$ cat config.mk
export PLATFORM = sky130hd
export DESIGN_NAME = gather_packet_arbiter
export DESIGN_NICKNAME = d
export VERILOG_FILES = /design/src/rtl/gather_packet_arbiter.sv
export SDC_FILE = /design/constraint.sdc
export NUM_CORES = 1
export LEC_CHECK = 0
export CAP_MARGIN = 5
export CORE_AREA = 2 2 128 130
export DETAILED_ROUTE_END_ITERATION = 6
export DIE_AREA = 0 0 130 132
export MAX_ROUTING_LAYER = met4
export PLACE_DENSITY = 0.73
export SETUP_SLACK_MARGIN = 0.05
export SYNTH_ARGS = -nofsm -noshare
export SYNTH_HDL_FRONTEND = slang
export SYNTH_SLANG_ARGS = --single-unit
$ cat constraint.sdc
create_clock -name clk_line -period 3.64 [get_ports clk_line]
set_input_delay 1.092 -clock clk_line [delete_from_list [all_inputs] [get_ports clk_line]]
set_output_delay 1.092 -clock clk_line [all_outputs]
set_load 0.01 [all_outputs]
$ cat src/rtl/gather_packet_arbiter.sv
// Packet-level round-robin merge of N_IN AXI-Stream inputs onto one registered output.
// The grant is held until TLAST is accepted; a one-cycle notify reports source and beat count.
module gather_packet_arbiter #(
  parameter int N_IN = 4,
  parameter int BW   = 32,
  parameter int BWB  = 4
) (
  input  logic                clk_line,
  input  logic                rst,
  input  logic [N_IN-1:0]     stream_in_packet_TVALID,
  input  logic [BW*N_IN-1:0]  stream_in_packet_TDATA,
  input  logic [BWB*N_IN-1:0] stream_in_packet_TKEEP,
  input  logic [N_IN-1:0]     stream_in_packet_TLAST,
  output logic [N_IN-1:0]     stream_in_packet_TREADY,
  output logic                stream_out_packet_TVALID,
  output logic [BW-1:0]       stream_out_packet_TDATA,
  output logic [BWB-1:0]      stream_out_packet_TKEEP,
  output logic                stream_out_packet_TLAST,
  input  logic                stream_out_packet_TREADY,
  output logic                notify_out_metadata_out_VALID,
  output logic [127:0]        notify_out_metadata_out_DATA
);
  localparam int GW = (N_IN > 1) ? $clog2(N_IN) : 1;

  typedef enum logic {IDLE, XFER} state_t;

  state_t          r_state, w_state_nxt;
  logic [GW-1:0]   r_grant, r_last_grant, w_pick, w_idx;
  logic [15:0]     r_beat_cnt, w_cnt_inc;
  logic            w_any, w_vld_g, w_last_g, w_slot_free, w_accept;
  logic [BW-1:0]   w_data_g;
  logic [BWB-1:0]  w_keep_g;
  logic            r_out_valid, r_out_last;
  logic [BW-1:0]   r_out_data;
  logic [BWB-1:0]  r_out_keep;
  logic            r_nv;
  logic [127:0]    r_nd;

  // Scan from far to near so the requester closest after last_grant wins.
  always_comb begin
    w_pick = r_last_grant;
    w_idx  = '0;
    for (int k = N_IN; k >= 1; k--) begin
      w_idx = GW'((int'(r_last_grant) + k) % N_IN);
      if (stream_in_packet_TVALID[w_idx]) w_pick = w_idx;
    end
  end

  assign w_any       = |stream_in_packet_TVALID;
  assign w_vld_g     = stream_in_packet_TVALID[r_grant];
  assign w_last_g    = stream_in_packet_TLAST[r_grant];
  assign w_data_g    = stream_in_packet_TDATA[r_grant*BW +: BW];
  assign w_keep_g    = stream_in_packet_TKEEP[r_grant*BWB +: BWB];
  assign w_slot_free = !r_out_valid || stream_out_packet_TREADY;
  assign w_accept    = (r_state == XFER) && w_vld_g && w_slot_free;
  assign w_cnt_inc   = (r_beat_cnt == 16'hFFFF) ? r_beat_cnt : r_beat_cnt + 16'd1;

  always_ff @(posedge clk_line or posedge rst) begin
    if (rst) r_state <= IDLE;
    else     r_state <= w_state_nxt;
  end

  always_comb begin
    w_state_nxt             = r_state;
    stream_in_packet_TREADY = '0;
    case (r_state)
      IDLE: if (w_any) w_state_nxt = XFER;
      XFER: begin
        stream_in_packet_TREADY[r_grant] = w_slot_free;
        if (w_accept && w_last_g) w_state_nxt = IDLE;
      end
      default: w_state_nxt = IDLE;
    endcase
  end

  always_ff @(posedge clk_line or posedge rst) begin
    if (rst) begin
      r_grant      <= '0;
      r_last_grant <= GW'(N_IN - 1);
      r_beat_cnt   <= '0;
    end else begin
      if (r_state == IDLE && w_any) begin
        r_grant    <= w_pick;
        r_beat_cnt <= '0;
      end
      if (w_accept) begin
        r_beat_cnt <= w_cnt_inc;
        if (w_last_g) r_last_grant <= r_grant;
      end
    end
  end

  // Output skid-free register: loads on accept, drains when downstream takes it.
  always_ff @(posedge clk_line or posedge rst) begin
    if (rst) begin
      r_out_valid <= 1'b0;
      r_out_data  <= '0;
      r_out_keep  <= '0;
      r_out_last  <= 1'b0;
    end else if (w_accept) begin
      r_out_valid <= 1'b1;
      r_out_data  <= w_data_g;
      r_out_keep  <= w_keep_g;
      r_out_last  <= w_last_g;
    end else if (stream_out_packet_TREADY) begin
      r_out_valid <= 1'b0;
    end
  end

  always_ff @(posedge clk_line or posedge rst) begin
    if (rst) begin
      r_nv <= 1'b0;
      r_nd <= '0;
    end else begin
      r_nv <= w_accept && w_last_g;
      if (w_accept && w_last_g) r_nd <= {104'd0, 8'(r_grant), w_cnt_inc};
    end
  end

  assign stream_out_packet_TVALID      = r_out_valid;
  assign stream_out_packet_TDATA       = r_out_data;
  assign stream_out_packet_TKEEP       = r_out_keep;
  assign stream_out_packet_TLAST       = r_out_last;
  assign notify_out_metadata_out_VALID = r_nv;
  assign notify_out_metadata_out_DATA  = r_nd;
endmodule

# ---- Word-level counts from Yosys, hierarchy flattened
# Index checks and enable logic that the tools add are counted.
dict set report word_totals {
  rom_bits 0
  ff_bits 78
  ramBits 0
  memories 0
  latch_bits 0
  in_bits 155
}
dict set report op_classes {
  n_lt_le_gt_ge 6
  n_shift 2
  reduce_logical 11
  bitwise_logic 2
  div_mod_pow 0
  multipliers 0
  muxes 27
  addsub 5
  eq_ne 1
}
# cell n
set op_table {}
lappend op_table {{$shiftx 128x8->32} 1}
lappend op_table {{$mux 16} 3}
lappend op_table {{$add 16x1->16 const B} 1}
lappend op_table {{$eq 16x16->1 const B} 1}
lappend op_table {{$shiftx 16x5->4} 1}
lappend op_table {{$lt 2x3->1 const B} 5}
lappend op_table {{$bmux 1 s2} 6}
lappend op_table {{$mux 1} 11}
lappend op_table {{$mux 2} 4}
lappend op_table {{$logic_and 1x1->1} 5}
lappend op_table {{$add 2x1->2 const B} 2}
lappend op_table {{$add 2x2->2 const B} 2}
lappend op_table {{$and 4x4->4} 1}
lappend op_table {{$mux 4} 1}
lappend op_table {{$reduce_bool 2->1} 2}
lappend op_table {{$reduce_or 4->1} 1}
lappend op_table {{$demux 1 s2} 1}
lappend op_table {{$ge 2x1->1 const B} 1}
lappend op_table {{$pmux 1 s2} 1}
lappend op_table {{$reduce_and 2->1} 1}
lappend op_table {{$logic_not 1->1} 1}
lappend op_table {{$logic_or 1x1->1} 1}
lappend op_table {{$not 1->1} 1}

# ---- Logic depth before layout (Yosys ltp)
dict set report logic_depth {
  depth_word 7
  ltp_mapped 8
}

# ---- Worst setup path after synthesis
# OpenSTA, ideal clock, no wires.
dict set report synth_timing {
  path_type {input -> output}
  start {in stream_out_packet_TREADY}
  end {out stream_in_packet_TREADY[0]}
  path_buffers 0
  path_slack_ns 0.855
  arrival_time_ns 1.693
  cell_stages 3
  t_required_ns 2.548
  path_cell_list {nand2b_1 and2_1 nor3b_1}
}
dict set report synth_between {
  elab_chain_cells 3
}
# item line_no
set synth_rtl {}
lappend synth_rtl {{start, declared} 19} ;# input logic stream_out_packet_TREADY,
lappend synth_rtl {{$logic_or 1x1->1} 54} ;# assign w_slot_free = !r_out_valid || stream_out_packet_TREADY;
lappend synth_rtl {{$and 4x4->4 (no line)} n/a}
lappend synth_rtl {{$mux 4} 66} ;# case (r_state)
lappend synth_rtl {{end, declared} 14} ;# output logic [N_IN-1:0] stream_in_packet_TREADY,
# Every way passes these cells.

# ---- Final worst setup path
dict set report layout_timing {
  start {in stream_out_packet_TREADY}
  end {out stream_in_packet_TREADY[3]}
}
# Same word-level chain as after synthesis.

==> load_flow_metrics.sql <==
INSERT INTO impl_metrics (metric_group, metric, value, unit) VALUES
('status', 'status', 'finished, final reports clean', ''),
('cells_and_area', 'numnets_final', '909', ''),
('synthesis', 'avgSynthCellArea', '9.53', 'um^2'),
('min_path', 'worst_hold_path_type', 'register to register', ''),
('clocking', 'cts_root_buf', 'clkbuf_16', ''),
('synthesis', 'yosysTopAreaCell', 'dfrtp_1', ''),
('setup_path', 'path_delay_family', 'buffers and inverters', ''),
('setup_path', 'rr_startpoint', 'r_grant[1]', ''),
('route', 'dr_total_vias', '4387', ''),
('clocking', 'cts_max_path_buffers', '2', ''),
('clocking', 'clock_tree_from_tritoncts', 'yes', ''),
('setup_path', 'cp-start-kind', 'input port', ''),
('min_path', 'hold_depth', '2', ''),
('timing', 'max_clock_freq', '296', 'MHz'),
('synthesis', 'ys.warnings.count', '0', ''),
('setup_path', 'cp.required', '2.55', 'ns'),
('cells_and_area', 'areaGrowthSynthToFinish', '43.0', '%'),
('power_and_ir_drop', 'power.density_cell_area', '647', 'mW/mm^2'),
('timing', 'finalCritPeriodShare', '92.8', '%'),
('cells_and_area', 'diodes', '0', ''),
('setup_path', 'critical_path.endpoint', 'stream_in_packet_TREADY[3]', ''),
('setup_path', 'sort_of_element_at_the_end_of_the_critical_path', 'output port', ''),
('route', 'dr.pass1.iters', '4', ''),
('grt', 'grt_use_total', '17.5', '%'),
('grt', 'global_route_overflow', '0', ''),
('die', 'die-height', '132', 'um'),
('synthesis', 'netlist_area', '0.00523', 'mm^2'),
('synthesis', 'ys_seq_area_share', '37.3', '%'),
('setup_path', 'reg2reg_setup_slack', '1.10', 'ns'),
('grt', 'maximum_number_of_pins_on_one_net_before_global_route_repair', '54', ''),
('synthesis', 'ys_types', '42', ''),
('synthesis', 'netlist.area_leader.share', '36.3', '%'),
('route', 'mean_number_of_vias_per_cell', '4.50', ''),
('setup_path', 'worst_ep_arrival_time', '2.29', 'ns'),
('clocking', 'cts.sinks', '78', ''),
('grt', 'first_global_vias', '4155', ''),
('die', 'row_count', '46', ''),
('placement', 'routability_driven_placement_congestion_ratio', '0.834', ''),
('route', 'drt-initial-drc-count', '194', ''),
('synthesis', 'ys_ff_latch', '78', ''),
('die', 'core', '0.0157', 'mm^2'),
('cells_and_area', 'drive_above_1_share', '9.89', '%'),
('synthesis', 'yosys-top-cells-area', 'dfrtp_1, buf_4, mux4_2', ''),
('die', 'initial_core_util', '33.3', '%'),
('setup_path', 'crit_cells', '6', ''),
('setup_path', 'worstRegToRegCells', '7', ''),
('setup_path', 'critical_path.slowest_cell', 'clkdlybuf4s50_1', ''),
('timing', 'final.setup_skew', '0.00491', 'ns'),
('timing', 'timing.hold.ws', '0.473', 'ns'),
('placement', 'preCtsSetupSlack', '-0.0185', 'ns'),
('setup_path', 'timing.critical_path.from', 'stream_out_packet_TREADY', ''),
('timing', 'tightest_slew', '0.906', 'ns'),
('setup_path', 'path_cells', 'clkdlybuf4s50_1 > nand2b_1 > and2_1 > nand2_1 > nor2_1 > dlygate4sd2_1', ''),
('clocking', 'cts_max_level', '3', ''),
('route', 'wire_per_inst', '15.1', 'um'),
('route', 'route.antenna.remaining_nets', '0', ''),
('flow_run', 'drv.max_cap_violation_count', '0', ''),
('power_and_ir_drop', 'leakage_dissipation', '3.29', 'nW'),
('grt', 'grt_first_pass_wirelength', '22.5', 'mm'),
('timing', 'timing.setup.tns', '0', 'ns'),
('die', 'die_area', '0.0172', 'mm^2'),
('synthesis', 'gate_count_post_synth', '549', ''),
('timing', 'grt_setup_unrepaired', 'false', ''),
('timing', 'timing.max_slew.rel_slack', '39.4', '%'),
('setup_path', 'worstSetupPathType', 'input port to output port', ''),
('timing', 'slew_viol_final', '0', ''),
('route', 'wirelength', '14.7', 'mm'),
('die', 'num_io_pins', '326', ''),
('timing', 'layout_setup_ws', '0.261', 'ns'),
('grt', 'antenna_found_initial', '0', ''),
('setup_path', 'critical_path.n_buffers_inverters', '2', '');
-- worst min-delay path by stage --
stage                                          start                               end
finish                   stream_out_packet_TDATA[31]       stream_out_packet_TDATA[31]
global route             stream_out_packet_TDATA[12]       stream_out_packet_TDATA[12]
CTS                      stream_out_packet_TDATA[25]       stream_out_packet_TDATA[25]
detailed placement       stream_out_packet_TDATA[25]       stream_out_packet_TDATA[25]
global placement         stream_out_packet_TDATA[25]       stream_out_packet_TDATA[25]
floorplan           notify_out_metadata_out_DATA[12]  notify_out_metadata_out_DATA[12]
-- layout make-up --
type,count,area [um^2]
clock buffer,10,239
clock inverter,6,68.8
fill,1493,8230
inverter,5,20.0
multi-input combinational,434,2690
sequential,78,1960
tap,216,270
timing repair buffer,225,2230
-- cells in the final DEF, fill, tap and decap left out, types with 3 or more instances in the layout --
cell type,instances
mux2i_1,4
dfrtp_1,74
a22o_1,5
a2bb2oi_1,3
nand2_1,142
nor3_1,6
xor2_1,4
nor2_1,16
mux4_2,37
o21ai_0,17
dlygate4sd2_1,4
xnor2_1,5
buf_4,9
o21ai_1,9
nor4_1,3
clkbuf_16,9
and3_1,8
a21oi_1,14
a311oi_1,4
clkdlybuf4s50_1,211
nand4_1,4
inv_1,3
nand3_1,14
a31oi_1,10
conb_1,110
-- synthesized netlist by cell type --
| master | n |
|---|---|
| nand2_1 | 142 |
| buf_4 | 111 |
| dfrtp_1 | 76 |
| mux4_2 | 37 |
| o21ai_0 | 17 |
| nor2_1 | 16 |
| nand3_1 | 15 |
| a21oi_1 | 14 |
| a31oi_1 | 10 |
| buf_2 | 10 |
| clkbuf_1 | 10 |
| and3_1 | 9 |
| o21ai_1 | 9 |
| buf_1 | 6 |
| nor3_1 | 6 |
| a22o_1 | 5 |
| xnor2_1 | 5 |
| a311oi_1 | 4 |
| inv_1 | 4 |
| mux2i_1 | 4 |
| nand4_1 | 4 |
| xor2_1 | 4 |
| a2bb2oi_1 | 3 |
| buf_6 | 3 |
| nor4_1 | 3 |
| a21o_1 | 2 |
| and4_1 | 2 |
| dfstp_2 | 2 |
| mux2_2 | 2 |
| nand2b_1 | 2 |
| and2_1 | 1 |
| clkbuf_2 | 1 |
| conb_1 | 1 |
| ha_1 | 1 |
| inv_2 | 1 |
| nor3b_1 | 1 |
| nor4_2 | 1 |
| o211ai_4 | 1 |
| o21a_1 | 1 |
| o22ai_1 | 1 |
| o311ai_0 | 1 |
| or3_1 | 1 |
-- stage by stage --
step | instances | total power, mW
finish | 974 | 4.84
detailed placement | 958 | 3.98
global route | 974 | 5.20
CTS | 974 | 4.92
global placement | 958 | 3.92
floorplan | 658 | 3.00
-- worst register-to-register path, delay by kind of cell (launching register included) --
kind / cells / cell delay [ns]
AO/OA/AOI/OAI: 2 / 0.28
buffers and inverters: 2 / 0.97
flip-flops: 1 / 0.45
multiplexers: 1 / 0.35
AND/OR/NAND/NOR: 2 / 0.37
-- logic make-up after synthesis --
kind of cell	after synthesis	share of synthesized area (%)
flops	78	37.3
other cells	1	0.0717
simple gates	203	16.4
buf+inv	146	19.1
fa+ha+maj	1	0.239
xor+xnor	9	1.51
mux	43	17.1
compound gates	68	8.15
-- flip-flops by register name, indices dropped and copies added (netlist names) --
| name | count |
|---|---|
| notify_out_metadata_out_DATA | 18 |
| r_state | 1 |
| stream_out_packet_TVALID | 1 |
| r_last_grant | 2 |
| notify_out_metadata_out_VALID | 1 |
| stream_out_packet_TLAST | 1 |
| stream_out_packet_TDATA | 32 |
| r_grant | 2 |
| r_beat_cnt | 16 |
| stream_out_packet_TKEEP | 4 |
-- where the power goes --
part,total [mW],switching [mW],internal (mW)
sequential,1.39,0.202,1.18
combinational,2.52,1.26,1.27
clock,0.932,0.379,0.553
-- metal layers --
metal	up-vias	global-route usage, %	part of all wire (%)
li1	2086	-	-
met1	2087	22.3	41
met2	189	28.0	51
met3	25	2.88	5.9
met4	0	6.57	2.5
met5	-	-	0
-- repair_timing --
item                       in CTS  in global routing
setup endpoints to repair       4                  0
hold buffers                    0                  0
gates resized for setup         4                  0
setup buffers                   0                  0
Power figures use the tool's default switching activity.
